==> src/rtl/sum_accumulator.sv <==
// Sums a fixed-length burst of N unsigned samples into an ACC_W-bit running total.
// The result and a sticky overflow flag are held until downstream acknowledges them.
module sum_accumulator #(
  parameter int SUM_W = 7,
  parameter int N     = 8,
  parameter int ACC_W = 10,
  parameter int CNT_W = $clog2(N+1)
) (
  input  logic             i_w_clk,
  input  logic             i_w_rst_n,
  input  logic             i_w_start,
  input  logic [SUM_W-1:0] i_w_sum,
  input  logic             i_w_valid,
  output logic             o_w_ready,
  output logic [ACC_W-1:0] o_w_acc,
  output logic [CNT_W-1:0] o_w_count,
  output logic             o_w_done,
  input  logic             i_w_ack,
  output logic             o_w_overflow
);

  typedef enum logic [1:0] {IDLE, ACCUM, DONE} state_e;

  state_e           state_q, state_d;
  logic [ACC_W-1:0] acc_q, acc_d;
  logic [CNT_W-1:0] cnt_q, cnt_d;
  logic             done_q, done_d;
  logic             ready_q, ready_d;
  logic             ovf_q, ovf_d;
  logic [ACC_W:0]   sum_ext;

  // One extra bit on the add captures the carry-out for the sticky flag.
  assign sum_ext = {1'b0, acc_q} + (ACC_W+1)'(i_w_sum);

  always_comb begin
    state_d = state_q;
    acc_d   = acc_q;
    cnt_d   = cnt_q;
    done_d  = done_q;
    ready_d = ready_q;
    ovf_d   = ovf_q;
    case (state_q)
      IDLE: begin
        if (i_w_start) begin
          state_d = ACCUM;
          acc_d   = '0;
          cnt_d   = '0;
          ovf_d   = 1'b0;
          done_d  = 1'b0;
          ready_d = 1'b1;
        end
      end
      ACCUM: begin
        if (i_w_start) begin
          acc_d = '0;
          cnt_d = '0;
          ovf_d = 1'b0;
        end else if (i_w_valid && ready_q) begin
          acc_d = sum_ext[ACC_W-1:0];
          cnt_d = cnt_q + 1'b1;
          ovf_d = ovf_q | sum_ext[ACC_W];
          if (cnt_q == CNT_W'(N-1)) begin
            state_d = DONE;
            done_d  = 1'b1;
            ready_d = 1'b0;
          end
        end
      end
      DONE: begin
        // start is deliberately ignored here, even alongside ack
        if (i_w_ack) begin
          state_d = IDLE;
          done_d  = 1'b0;
        end
      end
      default: begin
        state_d = IDLE;
        ready_d = 1'b0;
        done_d  = 1'b0;
      end
    endcase
  end

  always_ff @(posedge i_w_clk or negedge i_w_rst_n) begin
    if (!i_w_rst_n) begin
      state_q <= IDLE;
      acc_q   <= '0;
      cnt_q   <= '0;
      done_q  <= 1'b0;
      ready_q <= 1'b0;
      ovf_q   <= 1'b0;
    end else begin
      state_q <= state_d;
      acc_q   <= acc_d;
      cnt_q   <= cnt_d;
      done_q  <= done_d;
      ready_q <= ready_d;
      ovf_q   <= ovf_d;
    end
  end

  assign o_w_ready    = ready_q;
  assign o_w_acc      = acc_q;
  assign o_w_count    = cnt_q;
  assign o_w_done     = done_q;
  assign o_w_overflow = ovf_q;

endmodule

==> config.mk <==
export PLATFORM = sky130hd
export DESIGN_NAME = sum_accumulator
export DESIGN_NICKNAME = d
export VERILOG_FILES = /design/src/rtl/sum_accumulator.sv
export SDC_FILE = /design/constraint.sdc
export NUM_CORES = 1
export LEC_CHECK = 0
export CAP_MARGIN = 5
export CORE_MARGIN = 2
export CORE_UTILIZATION = 45
export DETAILED_ROUTE_END_ITERATION = 12
export MAX_ROUTING_LAYER = met4
export PLACE_DENSITY_LB_ADDON = 0.08
export SETUP_SLACK_MARGIN = 0.1
export SLEW_MARGIN = 20
export SYNTH_ARGS = -nofsm -noshare
export SYNTH_HDL_FRONTEND = slang
export SYNTH_SLANG_ARGS = --single-unit
==> constraint.sdc <==
create_clock -name i_w_clk -period 3.3 [get_ports i_w_clk]
set_clock_uncertainty 0.15 [all_clocks]
set_input_delay 0.33 -clock i_w_clk [delete_from_list [all_inputs] [get_ports i_w_clk]]
set_output_delay 0.33 -clock i_w_clk [all_outputs]
set_load 0.02 [all_outputs]
==> results of run 1 <==
-- cell usage after synthesis (all sizes together), types with 2 or more instances --
library cell   n  area [µm²]
dfrtp         18         450
nand2         13        48.8
o21ai         10        50.1
ha             8         100
a21oi          7        35.0
inv            7        26.3
nor2           7        26.3
a21o           5        37.5
nand2b         4        25.0
a211oi         3        22.5
nand3          3        15.0
a22o           2        17.5
a32o           2        20.0
o211ai         2        15.0
o21a           2        15.0
or3            2        12.5
or3b           2        20.0
xnor2          2        17.5
-- through the flow --
stage	instance area, µm²	cells	setup slack (ns)	hold WS (ns)	utilization [%]
finish	1450	175	1.09	0.337	63.9
global route	1450	175	0.888	0.412	63.9
CTS	1450	175	1.09	0.375	63.9
detailed placement	1420	171	0.753	0.359	62.3
global placement	1420	171	0.823	0.348	62.3
floorplan	1110	116	1.24	-0.116	-
-- critical path: stages --
cell and delay, ns:
clkdlybuf4s50_1 0.48, ha_1 0.18, inv_1 0.06, fa_1 0.39, nand2b_1 0.20, a211oi_1 0.34
o2111ai_1 0.17, a21oi_1 0.16
-- sequential cells by signal, indices dropped and copies added (netlist names) --
name,flops
state_q,2
o_w_ready,1
o_w_acc,10
o_w_overflow,1
o_w_count,4
-- cell type report --
cell class	count	area (µm²)	area share (%)
Tap cell	28	35.0	2.41
Timing Repair Buffer	28	280	19.3
Inverter	7	26.3	1.81
Clock buffer	4	36.3	2.50
Sequential cell	18	450	31.0
Multi-Input combinational cell	90	626	43.0
-- power groups by stage --
| stage | Clock, W | Sequential [W] | Combinational (W) |
|---|---|---|---|
| final | 0.000143 | 0.000250 | 0.000185 |
| after global placement | 0 | 0.000254 | 0.000181 |
| after floorplan | 0 | 0.000272 | 0.0000951 |
| after CTS | 0.000146 | 0.000251 | 0.000186 |
| after detailed placement | 0 | 0.000255 | 0.000185 |
| after global routing | 0.000153 | 0.000253 | 0.000204 |
-- metal layers --
layer | up-vias | GRT usage, % | wire length, µm
met5 | - | - | 0
met3 | 6 | 3.61 | 86
met2 | 24 | 37.4 | 1220
li1 | 489 | - | -
met1 | 489 | 25.2 | 1120
met4 | 0 | 8.97 | 42
-- worst max path at each step --
| stage | startpoint | end | slack (ns) |
|---|---|---|---|
| 2_1_floorplan | o_w_acc[0]$_DFFE_PN0P_ | o_w_acc[8]$_DFFE_PN0P_ | 1.24 |
| 5_1_grt | i_w_sum[0] | o_w_overflow$_DFFE_PN0P_ | 0.89 |
| 3_5_place_dp | i_w_sum[0] | o_w_acc[8]$_DFFE_PN0P_ | 0.75 |
| 3_3_place_gp | i_w_sum[0] | o_w_acc[8]$_DFFE_PN0P_ | 0.82 |
| 4_1_cts | i_w_sum[0] | o_w_overflow$_DFFE_PN0P_ | 1.09 |
| 6_report | i_w_sum[0] | o_w_overflow$_DFFE_PN0P_ | 1.09 |
-- logic make-up (layout without fill, tap and decap cells) --
group	after synthesis	after routing	synth area share, %
and+or+nand+nor	38	38	18.0
adders and majority gates	9	9	10.9
xor gates and xnor gates	3	3	2.38
buffers and inverters	8	39	2.72
DFF	18	18	40.7
AOI/OAI and AO/OA	39	39	24.4
muxes	1	1	0.905
==> summary.txt, run 1 <==
Synth
  – Yosys warning total: 0
  – Async SR Flop Fraction: 100%
  – Most used DFF post-synth: dfrtp_1
  – Avg Inst Size Synth: 9.54 µm²
  – Yosys reg bits: 18
  – Synth Instances: 116
  – Post-Syn Area: 1110 µm²
  – Synthesized net count: 137
  – Seq/Total Area, Yosys: 40.7%
  – Post-synth cell types: 36
  – Post-synth EDFFs: 0

Critical path
  – Reg2reg end: o_w_overflow$_DFFE_PN0P_
  – Critical Path Fanout Max: 3
  – R2R Setup Slk: 1.19 ns
  – Worst setup SP type: primary input
  – CP Class: in -> reg
  – Data required, critical path: 3.38 ns
  – Worst-case reg-to-reg path depth: 7
  – Worst EP arrival: 2.29 ns
  – Crit Reg-Reg Startpoint: o_w_acc[0]$_DFFE_PN0P_
  – Worst setup EP type: flip-flop

Place
  – Hpwl dp: 1900 µm
  – GPL Wtd Cong: 0.859
  – Input/output buffers: 28

Power
  – P per Cell Area: 397 nW/µm²
  – Total power: 0.000578 W
  – Reg power frac: 43.3%
  – Clock network power share: 24.7%
  – Sw Share: 32.5%
  – Int Power: 0.000390 W
  – VDD IR-drop max: 0.287 mV
  – Lkg Pwr: 0.634 nW
  – Net Switching: 0.000188 W
  – Gate power share: 32.0%

Detailed routing
  – Via count: 1008
  – Drt pass-1 iters: 4
  – DR iter-0 viols: 5
  – Avg Vias per Cell: 5.76
  – Residual DRC: 0
  – Wirelength per Cell: 14.1 µm
  – Final ANT Viol Nets: 0
  – Drt total wl: 2470 µm

CTS
  – Cts bufs inserted: 3
  – CTS sink cnt: 18
  – TritonCTS clock tree: done
  – Worst-Skew Late Latency: 0.30 ns
  – Root buffer cell: clkbuf_4
  – CTS Hold Bufs: 0
  – H-tree levels: 1
  – Post-CTS Resized: 0
  – Max clock buf depth: 2
  – # Post-CTS Setup Buffers: 0
  – Reg clk slew, reported paths: 0.12 ns

Cells and area
  – Commonest non-fill, non-tap cell in the layout: clkdlybuf4s50_1
  – Share of cells above drive strength 1: 5.44%
  – Commonest cells after routing, fill and taps aside: clkdlybuf4s50_1, dfrtp_1, nand2_1, o21ai_0, ha_1
  – Area Overhead vs Synth: 31.4%
  – Filler cells: 219
  – Antenna cells: 0
  – Final nets: 169

STA
  – Worst-margin pin slew: 0.854 ns
  – Final Hold Fails: 0
  – Final setup vio count: 0
  – Tmin final: 2.21 ns
  – Pins Over Slew Limit: 0
  – RSZ-0062 raised after global routing: no
  – Tcrit/Tclk final: 67.0%
  – TNS Setup: 0 ns
  – Fmax achieved: 452 MHz
  – Rel. slew slack: 42.8%

Die
  – IO Pins: 29
  – Rows: 17
  – Starting density of the core: 48.6%
  – Die footprint: 2870 µm²
  – Die W: 53.6 µm
  – Die Ht: 53.6 µm
  – Core box area: 2280 µm²

GRT
  – Initial antenna violation count: 0
  – Total gr overflow: 0
  – First-pass GRT wire length: 4310 µm
  – Total GRT Usage: 21.8%
  – Vias in the first global route: 991
  – Pin count of the biggest net entering global routing: 19

Run
  – Max-cap viol count: 0

Run status
  – Status: completed

Min path
  – Worst Hold Class: in -> async
No activity file was read; power rests on OpenSTA's default activity.
==> run 2, diff against run 1 <==
--- a/config.mk
+++ b/config.mk
@@ -7,7 +7,7 @@
 export LEC_CHECK = 0
 export CAP_MARGIN = 5
 export CORE_MARGIN = 2
-export CORE_UTILIZATION = 45
+export CORE_UTILIZATION = 43
 export DETAILED_ROUTE_END_ITERATION = 12
 export MAX_ROUTING_LAYER = met4
 export PLACE_DENSITY_LB_ADDON = 0.08
==> constraint.sdc (replaced) <==
create_clock -name i_w_clk -period 1.8 [get_ports i_w_clk]
set_clock_uncertainty 0.15 [all_clocks]
set_input_delay 0.18 -clock i_w_clk [delete_from_list [all_inputs] [get_ports i_w_clk]]
set_output_delay 0.18 -clock i_w_clk [all_outputs]
set_load 0.02 [all_outputs]
==> run 2 against run 1 <==
Against the previous run:
- cell count grew 17%
- highest routed layer unchanged
- utilization is 11 points higher
- largest cell class unchanged
- the run now ends with negative setup slack left
- first-iteration DRC count increased by 120%
==> summary.txt, run 2 (same netlist as run 1, synthesis figures left out) <==
Run status
  – Status: complete, but fails checks
  – Failing checks: negative setup slack

Power
  – Int Power: 0.000800 W
  – Lkg Pwr: 0.929 nW
  – Gate power share: 44.1%
  – P per Cell Area: 662 nW/µm²
  – Net Switching: 0.000421 W
  – Reg power frac: 38.3%
  – Clock network power share: 17.6%
  – Sw Share: 34.4%
  – VDD IR-drop max: 0.453 mV

Place
  – Dpl ws: -0.420 ns
  – Input/output buffers: 28
  – Post-Place Cell Area: 1670 µm²
  – GPL Wtd Cong: 0.796
  – Hpwl dp: 2240 µm

Min path
  – Worst Hold Class: in -> async

Critical path
  – Critical Path Fanout Max: 3
  – R2R Setup Slk: -0.14 ns
  – CP Class: reg -> reg
  – Worst setup EP type: flip-flop
  – Worst EP arrival: 1.98 ns
  – Worst setup SP type: flip-flop
  – Data required, critical path: 1.85 ns

Cells and area
  – Utilization after layout: 75.1%
  – Share of cells above drive strength 1: 33.7%
  – Area Overhead vs Synth: 66.7%
  – Commonest non-fill, non-tap cell in the layout: buf_4
  – Antenna cells: 0
  – Largest register FFs: 10
  – Final Cell Area: 1840 µm²
  – Final nets: 197
  – Commonest cells after routing, fill and taps aside: buf_4, dfrtp_1, clkdlybuf4s50_1, nand2_1, dlymetal6s2s_1

Run
  – Max-cap viol count: 0

Detailed routing
  – DR iter-0 viols: 11
  – Avg Vias per Cell: 5.49
  – Residual DRC: 0
  – Final ANT Viol Nets: 0
  – Wirelength per Cell: 15.4 µm
  – Via count: 1126
  – Drt total wl: 3160 µm
  – Drt pass-1 iters: 4

STA
  – Hold Slack: 0.0438 ns
  – Rel. slew slack: 82.7%
  – Worst-margin pin slew: 0.259 ns
  – Pins Over Slew Limit: 0
  – Fmax achieved: 516 MHz
  – Tcrit/Tclk final: 108%
  – Tmin final: 1.94 ns
  – Final Hold Fails: 0
  – Final setup vio count: 4
  – Setup ws final: -0.137 ns
  – RSZ-0062 raised after global routing: yes

GRT
  – Total GRT Usage: 22.6%
  – Initial antenna violation count: 0
  – Vias in the first global route: 1115
  – Total gr overflow: 0
  – First-pass GRT wire length: 4700 µm
  – Pin count of the biggest net entering global routing: 19

CTS
  – H-tree levels: 1
  – Reg clk slew, reported paths: 0.10 ns
  – CTS sink cnt: 18
  – TritonCTS clock tree: done
  – Worst-Skew Late Latency: 0.30 ns
  – Root buffer cell: clkbuf_4
  – Max clock buf depth: 2
  – CTS Hold Bufs: 0
  – Cts bufs inserted: 3

Die
  – Die footprint: 2990 µm²
  – Core box area: 2450 µm²
  – Die Ht: 54.7 µm
  – Starting density of the core: 45.1%
  – Rows: 18
  – IO Pins: 29
  – Die W: 54.7 µm
==> run 2: cell types whose count changed in the layout (fill, tap and decap cells not counted), moves of 6 or more <==
cell | before | now
ha_4 | 0 | 7
buf_4 | 0 | 28
dlygate4sd2_1 | 0 | 6
dlymetal6s2s_1 | 0 | 9
clkdlybuf4s50_1 | 28 | 13
ha_1 | 8 | 1
==> run 2: worst max-delay path: stages, from the launching register on <==
cell,delay (ns)
dfrtp_2,0.44
ha_4,0.16
inv_2,0.05
fa_2,0.20
nand2b_4,0.16
a211oi_2,0.08
or3_1,0.33
a32o_1,0.27
==> run 2: layout make-up <==
| type | count | area (µm²) |
|---|---|---|
| Clock buffer | 4 | 26.3 |
| Fill cell | 173 | 611 |
| Inverter | 7 | 26.3 |
| Multi-Input combinational cell | 90 | 795 |
| Sequential cell | 18 | 454 |
| Tap cell | 30 | 37.5 |
| Timing Repair Buffer | 56 | 505 |
==> run 2: final timing paths <==
path                                          start                  endpoint  cells after the start
setup / recovery             o_w_acc[0]$_DFFE_PN0P_    o_w_acc[6]$_DFFE_PN0P_                      7
hold / removal                            i_w_rst_n    o_w_acc[4]$_DFFE_PN0P_                      2
setup reg to reg             o_w_acc[0]$_DFFE_PN0P_    o_w_acc[6]$_DFFE_PN0P_                      7
hold reg to reg            o_w_overflow$_DFFE_PN0P_  o_w_overflow$_DFFE_PN0P_                      2
max in group asynchronous                 i_w_rst_n    o_w_acc[2]$_DFFE_PN0P_                      2
min in group i_w_clk       o_w_overflow$_DFFE_PN0P_  o_w_overflow$_DFFE_PN0P_                      2
==> run 2: per-stage QoR <==
| step | power [W] | instances | setup TNS [ns] |
|---|---|---|---|
| after floorplan | 0.000707 | 116 | -0.140 |
| after global placement | 0.000907 | 197 | -2.13 |
| after detailed placement | 0.000924 | 197 | -2.50 |
| after CTS | 0.00117 | 202 | -0.318 |
| after global routing | 0.00130 | 205 | -0.492 |
| final | 0.00122 | 205 | -0.235 |
==> run 2: layer usage <==
layer,routed length [µm],global-route usage (%),vias to the layer above,share of wire [%]
met2,1660,38.5,32,52
met3,170,4.37,9,5.4
li1,-,-,544,-
met4,74,10.4,0,2.3
met1,1260,25.4,541,40
met5,0,-,-,0
==> run 2: power by group through the flow <==
stage          Combinational, W  Clock [W]  Sequential [W]
5_1_grt                0.000581   0.000243        0.000472
2_1_floorplan          0.000203          0        0.000503
3_5_place_dp           0.000455          0        0.000470
3_3_place_gp           0.000441          0        0.000467
6_report               0.000538   0.000215        0.000467
4_1_cts                0.000480   0.000229        0.000463
==> run 2: repair_timing <==
item,CTS,global route
pin swaps,3,6
endpoints found under the setup margin,13,15
resized for setup,13,21
setup buffers,1,3
==> run 3, diff against run 2 <==
--- a/config.mk
+++ b/config.mk
@@ -11,7 +11,8 @@
 export DETAILED_ROUTE_END_ITERATION = 12
 export MAX_ROUTING_LAYER = met4
 export PLACE_DENSITY_LB_ADDON = 0.08
-export SETUP_SLACK_MARGIN = 0.1
+export SETUP_SLACK_MARGIN = 0.3
+export SKIP_CTS_REPAIR_TIMING = 1
 export SLEW_MARGIN = 20
 export SYNTH_ARGS = -nofsm -noshare
 export SYNTH_HDL_FRONTEND = slang
==> constraint.sdc (replaced) <==
create_clock -name i_w_clk -period 1.8 [get_ports i_w_clk]
set_clock_uncertainty 0.15 [all_clocks]
set_input_delay 0.27 -clock i_w_clk [delete_from_list [all_inputs] [get_ports i_w_clk]]
set_output_delay 0.27 -clock i_w_clk [all_outputs]
set_load 0.02 [all_outputs]
==> run 3 against run 2 <==
Against the previous run:
- the run still ends with negative setup slack left
- sequential cell count unchanged
- worst setup slack better by 0.029 ns
- combinational power shrank 9.1%
- cell count shrank 0.49%
- clock-buffer cell count unchanged
- first-iteration DRC count decreased by 55%
- sequential share of layout area is 0.10 points higher
- die area stayed put
- global-route usage shrank 2.3 points
- fmax up 1.5%
- total power is 1.5% lower
- highest routed layer unchanged
- sequential power is 1% lower
==> summary.txt, run 3 (same netlist as run 1, synthesis figures left out) <==
Run status
  – Status: complete, but fails checks
  – Failing checks: negative setup slack

Critical path
  – CP Class: in -> reg
  – CP max stage cell: clkdlybuf4s50_1
  – Worst EP arrival: 1.94 ns
  – Critical Path Fanout Max: 4
  – Crit path largest cell delay: 0.51 ns
  – Data required, critical path: 1.84 ns
  – Crit path top cell by count: a21oi_1
  – CP delay by family, top: compound AO/OA/AOI/OAI gates
  – Crit Reg-Reg Startpoint: o_w_acc[0]$_DFFE_PN0P_
  – CP cell instances: clkdlybuf4s50_1 -> ha_4 -> a21oi_1 -> a21oi_1 -> or3_1 -> a32o_1
  – Worst setup SP type: primary input
  – Worst setup EP type: flip-flop
  – Crit path launch: i_w_sum[2]
  – WP buf/inv: 1

Min path
  – Worst Hold Class: in -> async

Cells and area
  – Antenna cells: 0
  – Share of cells above drive strength 1: 34.5%
  – Area Overhead vs Synth: 66.5%
  – Commonest non-fill, non-tap cell in the layout: buf_4
  – Commonest cells after routing, fill and taps aside: buf_4, dlymetal6s2s_1, dfrtp_1, nand2_1, clkdlybuf4s50_1
  – Largest register FFs: 10
  – Filler cells: 158
  – Final nets: 196
  – Final Cell Area: 1840 µm²

Power
  – Gate power share: 40.6%
  – Net Switching: 0.000390 W
  – Sw Share: 32.4%
  – P per Cell Area: 653 nW/µm²
  – Int Power: 0.000813 W
  – Clock network power share: 21.0%
  – VDD IR-drop max: 0.549 mV
  – Lkg Pwr: 1.02 nW
  – Reg power frac: 38.4%

Place
  – Post-Place Cell Area: 1680 µm²
  – Hpwl dp: 2060 µm
  – GPL Wtd Cong: 0.843
  – Input/output buffers: 28
  – Dpl ws: -0.482 ns

CTS
  – Root buffer cell: clkbuf_4
  – TritonCTS clock tree: done
  – CTS sink cnt: 18
  – Max clock buf depth: 2
  – Cts bufs inserted: 3
  – H-tree levels: 1
  – Reg clk slew, reported paths: 0.11 ns
  – Worst-Skew Late Latency: 0.29 ns

STA
  – Rel. slew slack: 82.9%
  – Tmin final: 1.91 ns
  – Final Hold Fails: 0
  – Hold Slack: 0.142 ns
  – Pins Over Slew Limit: 0
  – TNS Setup: -0.260 ns
  – RSZ-0062 raised after global routing: yes
  – Fmax achieved: 524 MHz
  – Tcrit/Tclk final: 106%
  – Worst-margin pin slew: 0.257 ns
  – Setup ws final: -0.108 ns
  – Final setup vio count: 5

Die
  – Core box area: 2450 µm²
  – Die footprint: 2990 µm²
  – IO Pins: 29
  – Rows: 18
  – Die W: 54.7 µm
  – Starting density of the core: 45.1%
  – Die Ht: 54.7 µm

Detailed routing
  – Avg Vias per Cell: 5.27
  – DR iter-0 viols: 5
  – Drt total wl: 2700 µm
  – Final ANT Viol Nets: 0
  – Via count: 1075
  – Drt pass-1 iters: 4
  – Wirelength per Cell: 13.2 µm
  – Residual DRC: 0

GRT
  – Total gr overflow: 0
  – Pin count of the biggest net entering global routing: 19
  – Total GRT Usage: 20.3%
  – First-pass GRT wire length: 4200 µm
  – Vias in the first global route: 983
  – Initial antenna violation count: 0

Run
  – Max-cap viol count: 0
==> run 3: cell types whose count changed in the layout (fill, tap and decap cells not counted), moves of 3 or more <==
cell,delta
ha_4,-4
clkdlybuf4s50_1,-3
buf_6,+6
ha_1,+4
buf_4,-6
o21ai_0,-5
o21ai_1,+3
dlygate4sd2_1,-6
a21oi_1,+3
dlymetal6s2s_1,+6
==> run 3: path summary, 6_finish.rpt <==
check | endpoint | slack, ns | cells after the start
min | o_w_acc[9]$_DFFE_PN0P_ | 0.14 | 2
max in group asynchronous | o_w_acc[0]$_DFFE_PN0P_ | 1.14 | 2
max | o_w_acc[5]$_DFFE_PN0P_ | -0.11 | 6
min in group i_w_clk | o_w_acc[0]$_DFFE_PN0P_ | 0.26 | 3
min reg2reg | o_w_count[0]$_DFFE_PN0P_ | 0.36 | 1
max reg2reg | o_w_acc[6]$_DFFE_PN0P_ | -0.07 | 7
==> run 3: power groups by stage <==
stage | clock network (W) | registers [W] | logic, W
2_1_floorplan | 0 | 0.000503 | 0.000207
3_3_place_gp | 0 | 0.000467 | 0.000452
3_5_place_dp | 0 | 0.000470 | 0.000461
4_1_cts | 0.000258 | 0.000462 | 0.000464
5_1_grt | 0.000284 | 0.000465 | 0.000533
6_report | 0.000253 | 0.000461 | 0.000489
==> run 3: layout make-up <==
class,count,area (µm²),area share [%]
Multi-Input combinational cell,90,756,41.0
Timing Repair Buffer,55,531,28.8
Inverter,7,26.3,1.43
Clock buffer,4,36.3,1.97
Sequential cell,18,455,24.7
Tap cell,30,37.5,2.04
==> run 3: metrics by stage <==
stage          std cells  total power [W]  utilization [%]
3_5_place_dp         197         0.000931             68.3
5_1_grt              204          0.00128             75.0
2_1_floorplan        116         0.000711                -
6_report             204          0.00120             75.0
3_3_place_gp         197         0.000919             68.3
4_1_cts              201          0.00118             69.8
==> run 3: layer usage <==
| layer | GRT usage [%] | routed length, µm | vias up |
|---|---|---|---|
| li1 | - | - | 541 |
| met1 | 24.3 | 1200 | 515 |
| met2 | 34.1 | 1380 | 17 |
| met3 | 3.28 | 106 | 2 |
| met4 | 7.50 | 13 | 0 |
| met5 | - | 0 | - |
